===== src/rtl/rs_enc_lfsr_if.sv =====
`default_nettype none
// ============================================================================
// Module      : rs_enc_lfsr_if
// Description : Symbol stream bundle for the Reed-Solomon encoder.
//               Carries the message-side valid/ready handshake, the
//               output-side valid/ready handshake with parity/last markers,
//               and the length-error pulse.
//               master : upstream/downstream environment
//                        (drives in_valid, in_data, in_last, out_ready)
//               slave  : the encoder
//                        (drives in_ready, out_valid, out_data, out_parity,
//                         out_last, len_err)
// Revision    : 1.0 - initial release
// ============================================================================
interface rs_enc_lfsr_if;
  logic       in_valid;
  logic [7:0] in_data;
  logic       in_last;
  logic       in_ready;
  logic       out_valid;
  logic [7:0] out_data;
  logic       out_parity;
  logic       out_last;
  logic       out_ready;
  logic       len_err;

  modport master (
    output in_valid, in_data, in_last, out_ready,
    input  in_ready, out_valid, out_data, out_parity, out_last, len_err
  );

  modport slave (
    input  in_valid, in_data, in_last, out_ready,
    output in_ready, out_valid, out_data, out_parity, out_last, len_err
  );
endinterface
`default_nettype wire


===== src/rtl/rs_enc_lfsr.sv =====
`default_nettype none
// ============================================================================
// Module      : rs_enc_lfsr
// Description : Systematic Reed-Solomon encoder over GF(2^8). Message symbols
//               pass straight to the output register; after the last message
//               symbol (or the K-th) the N_PARITY remainder symbols of
//               M(x)*x^N_PARITY mod g(x) follow, highest degree first.
//               g(x) = prod_{i=0}^{N_PARITY-1} (x - alpha^(FCR+i)), alpha=0x02,
//               computed at elaboration.
// Ports       : clk  - clock, rising edge
//               rst  - asynchronous active-high reset
//               bus  - rs_enc_lfsr_if.slave: in_valid/in_data/in_last/in_ready
//                      message side; out_valid/out_data/out_parity/out_last/
//                      out_ready output side; len_err one-cycle pulse when K
//                      symbols were accepted without in_last
// Revision    : 1.0 - initial release
// ============================================================================
module rs_enc_lfsr #(
  parameter int         N_PARITY  = 16,
  parameter int         K         = 239,
  parameter logic [8:0] PRIM_POLY = 9'h11D,
  parameter int         FCR       = 0
) (
  input  wire logic        clk,
  input  wire logic        rst,
  rs_enc_lfsr_if.slave     bus
);

  localparam int CNT_W  = $clog2(K + 1);
  localparam int PCNT_W = $clog2(N_PARITY + 1);

  // GF(2^8) multiply, shift-and-add with reduction by PRIM_POLY.
  function automatic logic [7:0] gf_mul(input logic [7:0] a, input logic [7:0] b);
    logic [7:0] acc;
    logic [7:0] sh;
    acc = 8'h00;
    sh  = a;
    for (int i = 0; i < 8; i++) begin
      if (b[i]) acc = acc ^ sh;
      sh = {sh[6:0], 1'b0} ^ (sh[7] ? PRIM_POLY[7:0] : 8'h00);
    end
    return acc;
  endfunction

  // Expand the product of (x + alpha^(FCR+i)) one root at a time. Coefficient
  // j lives in byte j; the monic leading term is dropped on return.
  function automatic logic [8*N_PARITY-1:0] gen_poly();
    logic [8*N_PARITY+7:0] g;
    logic [7:0]            root;
    g        = '0;
    g[7:0]   = 8'h01;
    root     = 8'h01;
    for (int e = 0; e < FCR; e++) root = gf_mul(root, 8'h02);
    for (int i = 0; i < N_PARITY; i++) begin
      for (int j = N_PARITY; j >= 1; j--)
        g[j*8 +: 8] = g[(j-1)*8 +: 8] ^ gf_mul(g[j*8 +: 8], root);
      g[7:0] = gf_mul(g[7:0], root);
      root   = gf_mul(root, 8'h02);
    end
    return g[8*N_PARITY-1:0];
  endfunction

  localparam logic [8*N_PARITY-1:0] c_gen = gen_poly();

  typedef enum logic [1:0] {
    S_IDLE = 2'd0,
    S_MSG  = 2'd1,
    S_PAR  = 2'd2
  } state_t;

  state_t              r_state;
  state_t              w_state_nxt;
  logic [7:0]          r_rem [N_PARITY];
  logic [CNT_W-1:0]    r_msg_cnt;
  logic [PCNT_W-1:0]   r_par_cnt;
  logic                r_out_valid;
  logic [7:0]          r_out_data;
  logic                r_out_parity;
  logic                r_out_last;
  logic                r_len_err;

  logic                w_out_free;
  logic                w_in_ready;
  logic                w_accept;
  logic                w_kth;
  logic                w_msg_end;
  logic                w_par_load;
  logic                w_par_end;
  logic [7:0]          w_fb;
  logic [7:0]          w_fb_prod [N_PARITY];

  // Feedback times each generator coefficient; the coefficients are
  // constants, so each product reduces to a fixed XOR network.
  assign w_fb = bus.in_data ^ r_rem[N_PARITY-1];

  for (genvar gi = 0; gi < N_PARITY; gi++) begin : g_tap
    assign w_fb_prod[gi] = gf_mul(w_fb, c_gen[gi*8 +: 8]);
  end

  always_ff @(posedge clk or posedge rst) begin
    if (rst) r_state <= S_IDLE;
    else     r_state <= w_state_nxt;
  end

  always_comb begin
    w_out_free  = !r_out_valid || bus.out_ready;
    // Held low during reset so nothing is accepted while state is cleared.
    w_in_ready  = !rst && (r_state != S_PAR) && w_out_free;
    w_accept    = bus.in_valid && w_in_ready;
    w_kth       = (r_msg_cnt == CNT_W'(K - 1));
    w_msg_end   = w_accept && (bus.in_last || w_kth);
    w_par_load  = (r_state == S_PAR) && w_out_free;
    w_par_end   = w_par_load && (r_par_cnt == PCNT_W'(N_PARITY - 1));
    w_state_nxt = r_state;
    case (r_state)
      S_IDLE:  if (w_accept)  w_state_nxt = w_msg_end ? S_PAR : S_MSG;
      S_MSG:   if (w_msg_end) w_state_nxt = S_PAR;
      S_PAR:   if (w_par_end) w_state_nxt = S_IDLE;
      default: w_state_nxt = S_IDLE;
    endcase
  end

  always_ff @(posedge clk or posedge rst) begin
    if (rst) begin
      for (int i = 0; i < N_PARITY; i++) r_rem[i] <= 8'h00;
      r_msg_cnt    <= '0;
      r_par_cnt    <= '0;
      r_out_valid  <= 1'b0;
      r_out_data   <= 8'h00;
      r_out_parity <= 1'b0;
      r_out_last   <= 1'b0;
      r_len_err    <= 1'b0;
    end else begin
      r_len_err <= w_accept && w_kth && !bus.in_last;
      if (w_accept) begin
        r_rem[0] <= w_fb_prod[0];
        for (int i = 1; i < N_PARITY; i++) r_rem[i] <= r_rem[i-1] ^ w_fb_prod[i];
        r_msg_cnt    <= w_msg_end ? '0 : r_msg_cnt + CNT_W'(1);
        r_out_valid  <= 1'b1;
        r_out_data   <= bus.in_data;
        r_out_parity <= 1'b0;
        r_out_last   <= 1'b0;
      end else if (w_par_load) begin
        // Shifting zeros in leaves the remainder clear once parity is done.
        r_rem[0] <= 8'h00;
        for (int i = 1; i < N_PARITY; i++) r_rem[i] <= r_rem[i-1];
        r_par_cnt    <= w_par_end ? '0 : r_par_cnt + PCNT_W'(1);
        r_out_valid  <= 1'b1;
        r_out_data   <= r_rem[N_PARITY-1];
        r_out_parity <= 1'b1;
        r_out_last   <= w_par_end;
      end else if (bus.out_ready) begin
        r_out_valid <= 1'b0;
      end
    end
  end

  assign bus.in_ready   = w_in_ready;
  assign bus.out_valid  = r_out_valid;
  assign bus.out_data   = r_out_data;
  assign bus.out_parity = r_out_parity;
  assign bus.out_last   = r_out_last;
  assign bus.len_err    = r_len_err;

endmodule
`default_nettype wire


===== src/flat_wrapper.sv =====
// flat-port wrapper written by rule: the top's interface ports become plain ports
module rs_enc_lfsr_flat 
#(
  parameter int         N_PARITY  = 16,
  parameter int         K         = 239,
  parameter logic [8:0] PRIM_POLY = 9'h11D,
  parameter int         FCR       = 0
)
  (clk, rst, bus_in_valid, bus_in_data, bus_in_last, bus_out_ready, bus_in_ready, bus_out_valid, bus_out_data, bus_out_parity, bus_out_last, bus_len_err);
  rs_enc_lfsr_if bus_i ();
  input  wire logic clk;
  input  wire logic rst;
  input wire logic [$bits(bus_i.in_valid)-1:0] bus_in_valid;
  input wire logic [$bits(bus_i.in_data)-1:0] bus_in_data;
  input wire logic [$bits(bus_i.in_last)-1:0] bus_in_last;
  input wire logic [$bits(bus_i.out_ready)-1:0] bus_out_ready;
  output wire logic [$bits(bus_i.in_ready)-1:0] bus_in_ready;
  output wire logic [$bits(bus_i.out_valid)-1:0] bus_out_valid;
  output wire logic [$bits(bus_i.out_data)-1:0] bus_out_data;
  output wire logic [$bits(bus_i.out_parity)-1:0] bus_out_parity;
  output wire logic [$bits(bus_i.out_last)-1:0] bus_out_last;
  output wire logic [$bits(bus_i.len_err)-1:0] bus_len_err;
  assign bus_i.in_valid = bus_in_valid;
  assign bus_i.in_data = bus_in_data;
  assign bus_i.in_last = bus_in_last;
  assign bus_i.out_ready = bus_out_ready;
  assign bus_in_ready = bus_i.in_ready;
  assign bus_out_valid = bus_i.out_valid;
  assign bus_out_data = bus_i.out_data;
  assign bus_out_parity = bus_i.out_parity;
  assign bus_out_last = bus_i.out_last;
  assign bus_len_err = bus_i.len_err;
  rs_enc_lfsr #(.N_PARITY(N_PARITY), .K(K), .PRIM_POLY(PRIM_POLY), .FCR(FCR)) u_core (.clk(clk), .rst(rst), .bus(bus_i));
endmodule

===== config.mk =====
export PLATFORM = sky130hd
export DESIGN_NAME = rs_enc_lfsr_flat
export DESIGN_NICKNAME = d
export VERILOG_FILES = /design/src/rtl/rs_enc_lfsr_if.sv /design/src/rtl/rs_enc_lfsr.sv /design/src/flat_wrapper.sv
export SDC_FILE = /design/constraint.sdc
export NUM_CORES = 1
export LEC_CHECK = 0
export CAP_MARGIN = 20
export CORE_MARGIN = 2
export CORE_UTILIZATION = 61
export DETAILED_ROUTE_END_ITERATION = 12
export GPL_TIMING_DRIVEN = 0
export PLACE_DENSITY_LB_ADDON = 0.3
export SETUP_SLACK_MARGIN = 0.15
export SYNTH_ARGS = -nofsm -noshare
export SYNTH_HDL_FRONTEND = slang
export SYNTH_SLANG_ARGS = --single-unit

===== constraint.sdc =====
create_clock -name clk -period 6.7 [get_ports clk]
set_clock_uncertainty 0.15 [all_clocks]
set_input_delay 1.005 -clock clk [delete_from_list [all_inputs] [get_ports clk]]
set_output_delay 1.005 -clock clk [all_outputs]
set_load 0.005 [all_outputs]

==> impl_metrics.json <==
{
  "whs_ns": 0.326,
  "overflow": 0,
  "synth_cells": 878,
  "root_buffer": "clkbuf_16",
  "finalHoldViolCount": 0,
  "period_share": 0.588,
  "nFillCells": 1083,
  "cts_inserted_buffers": 17,
  "fmax_ghz": 0.254,
  "multi_input_area_sq_mm": 0.00493,
  "cts_setup_buffers": 0,
  "wl_um": 30600,
  "synthArstFlopShare": 1.00,
  "cp-start-kind": "input pin",
  "area_delta_synth_final_pct": 13.3,
  "netlist_area_sq_mm": 0.00908,
  "die_w_um": 126,
  "drive_gt1_frac": 0.0620,
  "setup_viol": 0,
  "synth.net_count": 895,
  "synth_edf_count": 0,
  "routabilityCongestion": 1.02,
  "ant_nets": 0,
  "die_area_sq_mm": 0.0159,
  "synthTopCellsByCount": "dfrtp_1 (155), nand2_1 (106), nor2_1 (76), xnor2_1 (75), o21ai_0 (58)",
  "vias_per_cell": 7.01,
  "port_buffers": 25,
  "n_antenna_cell": 0,
  "grt_max_degree": 88,
  "wl_per_cell_um": 27.3,
  "syn_avg_cell_area_sq_um": 10.3,
  "arrival_ns": 4.14,
  "cts.htree.levels": 4,
  "slew_violations": 0,
  "grtUsageTotal": 0.396,
  "place_hpwl_um": 20200,
  "cts_buffer_depth": 2,
  "hold_buffers": 0,
  "slew_headroom": 0.203,
  "seq_area_frac_synth": 0.427,
  "rsz0062_at_grt": "no",
  "regArea_sq_mm": 0.00388,
  "utilization": 0.708,
  "ys_warn_count": 0,
  "tightest_slew_ns": 1.19,
  "place_area_sq_mm": 0.00960,
  "cts.clk_slew.worst_paths_ns": 0.06,
  "synth_ff_type": "dfrtp_1",
  "cp_max_fo": 10,
  "yosysTopAreaCellShare": 0.427,
  "grt_pass1_wl_um": 46000,
  "start_util": 0.625,
  "rows": 44,
  "synth_seq_cells": 155,
  "drt-initial-drc-count": 1098,
  "required_ns": 6.90,
  "antenna_found_initial": 0,
  "vias": 7849,
  "finalNetCount": 941,
  "cts_tree": "yes",
  "fin_area_sq_mm": 0.0103,
  "synth_area_leaders": "dfrtp_1 (43%), xnor3_1 (8.9%), xnor2_1 (7.2%)",
  "yosysTopAreaCell": "dfrtp_1",
  "drcViolationCount": 0,
  "maxCapViolCount": 0,
  "finalCriticalPeriod_ns": 3.94,
  "coreArea_sq_mm": 0.0145,
  "hp-class": "register to register",
  "post_cts_resized": 0,
  "synth_cell_types": 49,
  "die_height_um": 126,
  "status": "finished, final reports clean",
  "clock_latency_ns": 0.44,
  "drtPass1Iterations": 5,
  "boundaryPins": 26,
  "clkSinkCount": 155,
  "grt_pass1_vias": 7619,
  "endpoint_kind": "register",
  "yosysMostFrequentCell": "dfrtp_1",
  "crit_type": "input pin to register"
}
-- final timing paths --
kind,cells after the start,endpoint,startpoint,slack [ns]
max,7,u_core.r_rem[93]$_DFFE_PP0P_,rst,2.76
min,2,u_core.bus.out_last$_DFFE_PP0P_,u_core.bus.out_last$_DFFE_PP0P_,0.33
max reg2reg,5,u_core.r_rem[94]$_DFFE_PP0P_,u_core.r_rem[3]$_DFFE_PP0P_,3.49
min reg2reg,2,u_core.bus.out_last$_DFFE_PP0P_,u_core.bus.out_last$_DFFE_PP0P_,0.33
max in group asynchronous,3,u_core.r_rem[26]$_DFFE_PP0P_,rst,4.57
min in group asynchronous,2,u_core.bus.out_valid$_DFFE_PP0P_,rst,0.98
-- placed cells by master, fill, tap and decap left out, types with 6 or more instances in the layout --
| master | count |
|---|---|
| a211oi_1 | 11 |
| a21oi_1 | 19 |
| a221o_1 | 20 |
| a22oi_1 | 8 |
| a311oi_1 | 8 |
| a31oi_1 | 32 |
| buf_2 | 7 |
| bufinv_16 | 6 |
| clkbuf_1 | 52 |
| clkbuf_16 | 17 |
| clkdlybuf4s50_1 | 25 |
| dfrtp_1 | 155 |
| inv_1 | 7 |
| nand2_1 | 106 |
| nand3_1 | 7 |
| nor2_1 | 76 |
| nor3_1 | 18 |
| o211ai_1 | 37 |
| o21ai_0 | 58 |
| o311ai_0 | 31 |
| or3_1 | 35 |
| xnor2_1 | 75 |
| xnor2_2 | 8 |
| xnor3_1 | 36 |
| xor2_1 | 10 |
-- routing by layer --
metal / track usage / vias up / wire length, um
met3: 0.157 / 169 / 4220
met2: 0.567 / 632 / 13000
met5: 0 / - / 0
li1: - / 3318 / -
met1: 0.513 / 3730 / 11200
met4: 0.228 / 0 / 2170
-- flip-flops by register name (all words and copies together) (netlist names) --
name                   count
u_core.r_state             2
u_core.bus.out_valid       1
u_core.bus.len_err         1
u_core.bus.out_parity      1
u_core.bus.out_last        1
u_core.r_rem             128
u_core.bus.out_data        8
u_core.r_par_cnt           5
u_core.r_msg_cnt           8
-- layout make-up --
| cell class | count | area share |
|---|---|---|
| Clock buffer | 25 | 0.0491 |
| Inverter | 8 | 0.00340 |
| Buffer | 60 | 0.0235 |
| Tap cell | 184 | 0.0224 |
| Timing Repair Buffer | 27 | 0.0277 |
| Clock inverter | 6 | 0.0175 |
| Multi-Input combinational cell | 655 | 0.480 |
| Sequential cell | 155 | 0.377 |
-- through the flow --
step / TNS [ns] / worst slack, ns / cells
finish: 0 / 2.76 / 1120
global route: 0 / 2.61 / 1120
CTS: 0 / 2.79 / 1119
detailed placement: 0 / 2.34 / 1088
global placement: -133.52 / -0.867 / 1087
floorplan: 0 / 1.37 / 878
-- cells by family after synthesis --
family	Yosys count	share of synthesized area
muxes	3	0.00344
AOI/OAI and AO/OA	252	0.196
and+or+nand+nor	256	0.123
adders and majority gates	4	0.00551
DFF	155	0.427
xor gates and xnor gates	140	0.215
buffers and inverters	68	0.0299
-- worst max-delay path: stages --
cell             delay (ns)
clkdlybuf4s50_1        0.53
nand2b_1               0.22
nor3_1                 0.94
clkbuf_1               0.65
clkbuf_1               0.51
nand2_1                0.10
o211ai_1               0.19
Power is not shown: default switching activity piles up to over one toggle a cycle in this logic, so the estimate is an artifact.
==> patch: new RTL, same settings <==
Reset style: synchronous (`rst`), changed in 2 clocked blocks. Comments in the files are not updated.
--- a/src/rtl/rs_enc_lfsr.sv
+++ b/src/rtl/rs_enc_lfsr.sv
@@ -99,3 +99,3 @@
 
-  always_ff @(posedge clk or posedge rst) begin
+  always_ff @(posedge clk) begin
     if (rst) r_state <= S_IDLE;
@@ -122,3 +122,3 @@
 
-  always_ff @(posedge clk or posedge rst) begin
+  always_ff @(posedge clk) begin
     if (rst) begin
Check against the original RTL: not equivalent (Yosys sat finds a counterexample within 4 cycles, from zero or initial values and one cycle with rst high; the reset may be asserted at any time).
==> patch against the unedited design <==
Fmax fell by 9.9%. Highest routed layer unchanged. Synthesized area shrank 2.4%. Final area is 3.1% lower. Sequential cell count did not move. Synthesized cell count shrank 4.6%. Worst hold slack worse by 0.015 ns. Global-route usage decreased by 7.8 points. Wire length fell by 21%. Worst setup slack got worse by 0.43 ns. Register-to-register slack worse by 0.52 ns.
Power is left out: the tool's default activity adds up to more than one toggle a clock period on the data nets, which glitch-free logic cannot reach.
==> patch: results (changes against the unedited design) <==
sequential share of the synthesized area=0.494 (+0.0676); IO buf count=25 (unchanged); number of global-route vias before repair=6616 (-13%); post-place setup slack=2.02 ns (-0.320 ns); CP max stage cell=nor4b_1; Synth Instances=838 (-4.6%); Fill cells=1039 (-4.1%); Final HPWL DP=17.2 mm (-15%); Commonest cells post-synth=edfxtp_1, nand2_1, xnor2_1; Final nets=901 (-4.3%); Mapped Nets=854 (-4.6%); critical path capture point=u_core.r_rem[0][41]$_SDFFCE_PN0P_; status=finished, final reports clean; Root Driver=clkbuf_16; reg-to-reg slack, setup=2.97 ns (-0.52 ns); CP arrival=4.35 ns (+0.21 ns); cell count of the worst reg-to-reg path=6 (+1); clk buf depth=2 (unchanged); Synth area leaders=edfxtp_1, xnor2_1, dfxtp_1, nand2_1, o21ai_0; worst hold start=u_core.bus.out_data[0]$_SDFFE_PP0P_; Crit path largest cell delay=0.72 ns (-0.22 ns); fraction of registers with async set/reset=0 (-1.00); CP Max Fanout=31 (+21); diode count=0 (unchanged); global-route wire length before repair=37.1 mm (-19%); antenna violations before repair=1 (+1); CTS Sinks=155 (unchanged); post-synth cell types=48 (-2.0%); Rel. slew slack=0.413 (+0.210); largest net degree at the start of global routing=46 (-48%); vias per cell=6.32 (-9.8%); GRT Util Overall=0.318 (-0.0780); final worst slack=2.33 ns (-0.434 ns); EDFF count, synth=128 (+128); layout cell share with drive strength beyond 1=0.0824 (+0.0204); worst hold endpoint=u_core.bus.out_data[0]$_SDFFE_PP0P_; R2R Path Start=u_core.r_state[1]$_SDFFE_PP0P_; Initial DRC Count=1015 (-7.6%); WL per Instance=22.4 um (-18%); min-delay worst type=flop to flop; WHS Path Cells=2 (unchanged); Final Wtd Congestion=0.949 (-6.9%)
-- patch: layer usage --
metal,routed length (um),global-route usage,vias up
li1,-,-,3038
met1,9400,0.419,3281
met2,11300,0.493,436
met3,2570,0.0808,85
met4,1050,0.158,0
met5,0,0,-
-- patch: stage by stage --
| step | util | area [um^2] | hold WS [ns] | cells |
|---|---|---|---|---|
| final | 0.694 | 9970 | 0.311 | 1082 |
| after global routing | 0.694 | 9970 | 0.324 | 1082 |
| after CTS | 0.694 | 9970 | 0.315 | 1082 |
| after detailed placement | 0.655 | 9420 | 0.304 | 1050 |
| after global placement | 0.650 | 9350 | 0.283 | 1047 |
| after floorplan | - | 8870 | 0.275 | 838 |
-- patch: kinds of logic after synthesis --
family / share of synthesized area
AO/OA/AOI/OAI: 0.126
XOR/XNOR: 0.215
adder cells (fa/ha/maj): 0.00423
buffers and inverters: 0.0301
flip-flops: 0.494
multiplexers: 0.00254
AND/OR/NAND/NOR: 0.128
-- patch: cell type report --
type,count,area (um^2),area share
Clock buffer,17,425,0.0427
Clock inverter,15,131,0.0132
Timing Repair Buffer,28,318,0.0319
Inverter,22,82.6,0.00828
Tap cell,184,230,0.0231
Sequential cell,155,4380,0.440
Buffer,44,184,0.0184
Multi-Input combinational cell,617,4220,0.423
-- patch: tightest hold or removal path, stage by stage, from the launching register on --
cell and delay, ns:
dfxtp_1 0.31, nand2_1 0.05, a21oi_1 0.05
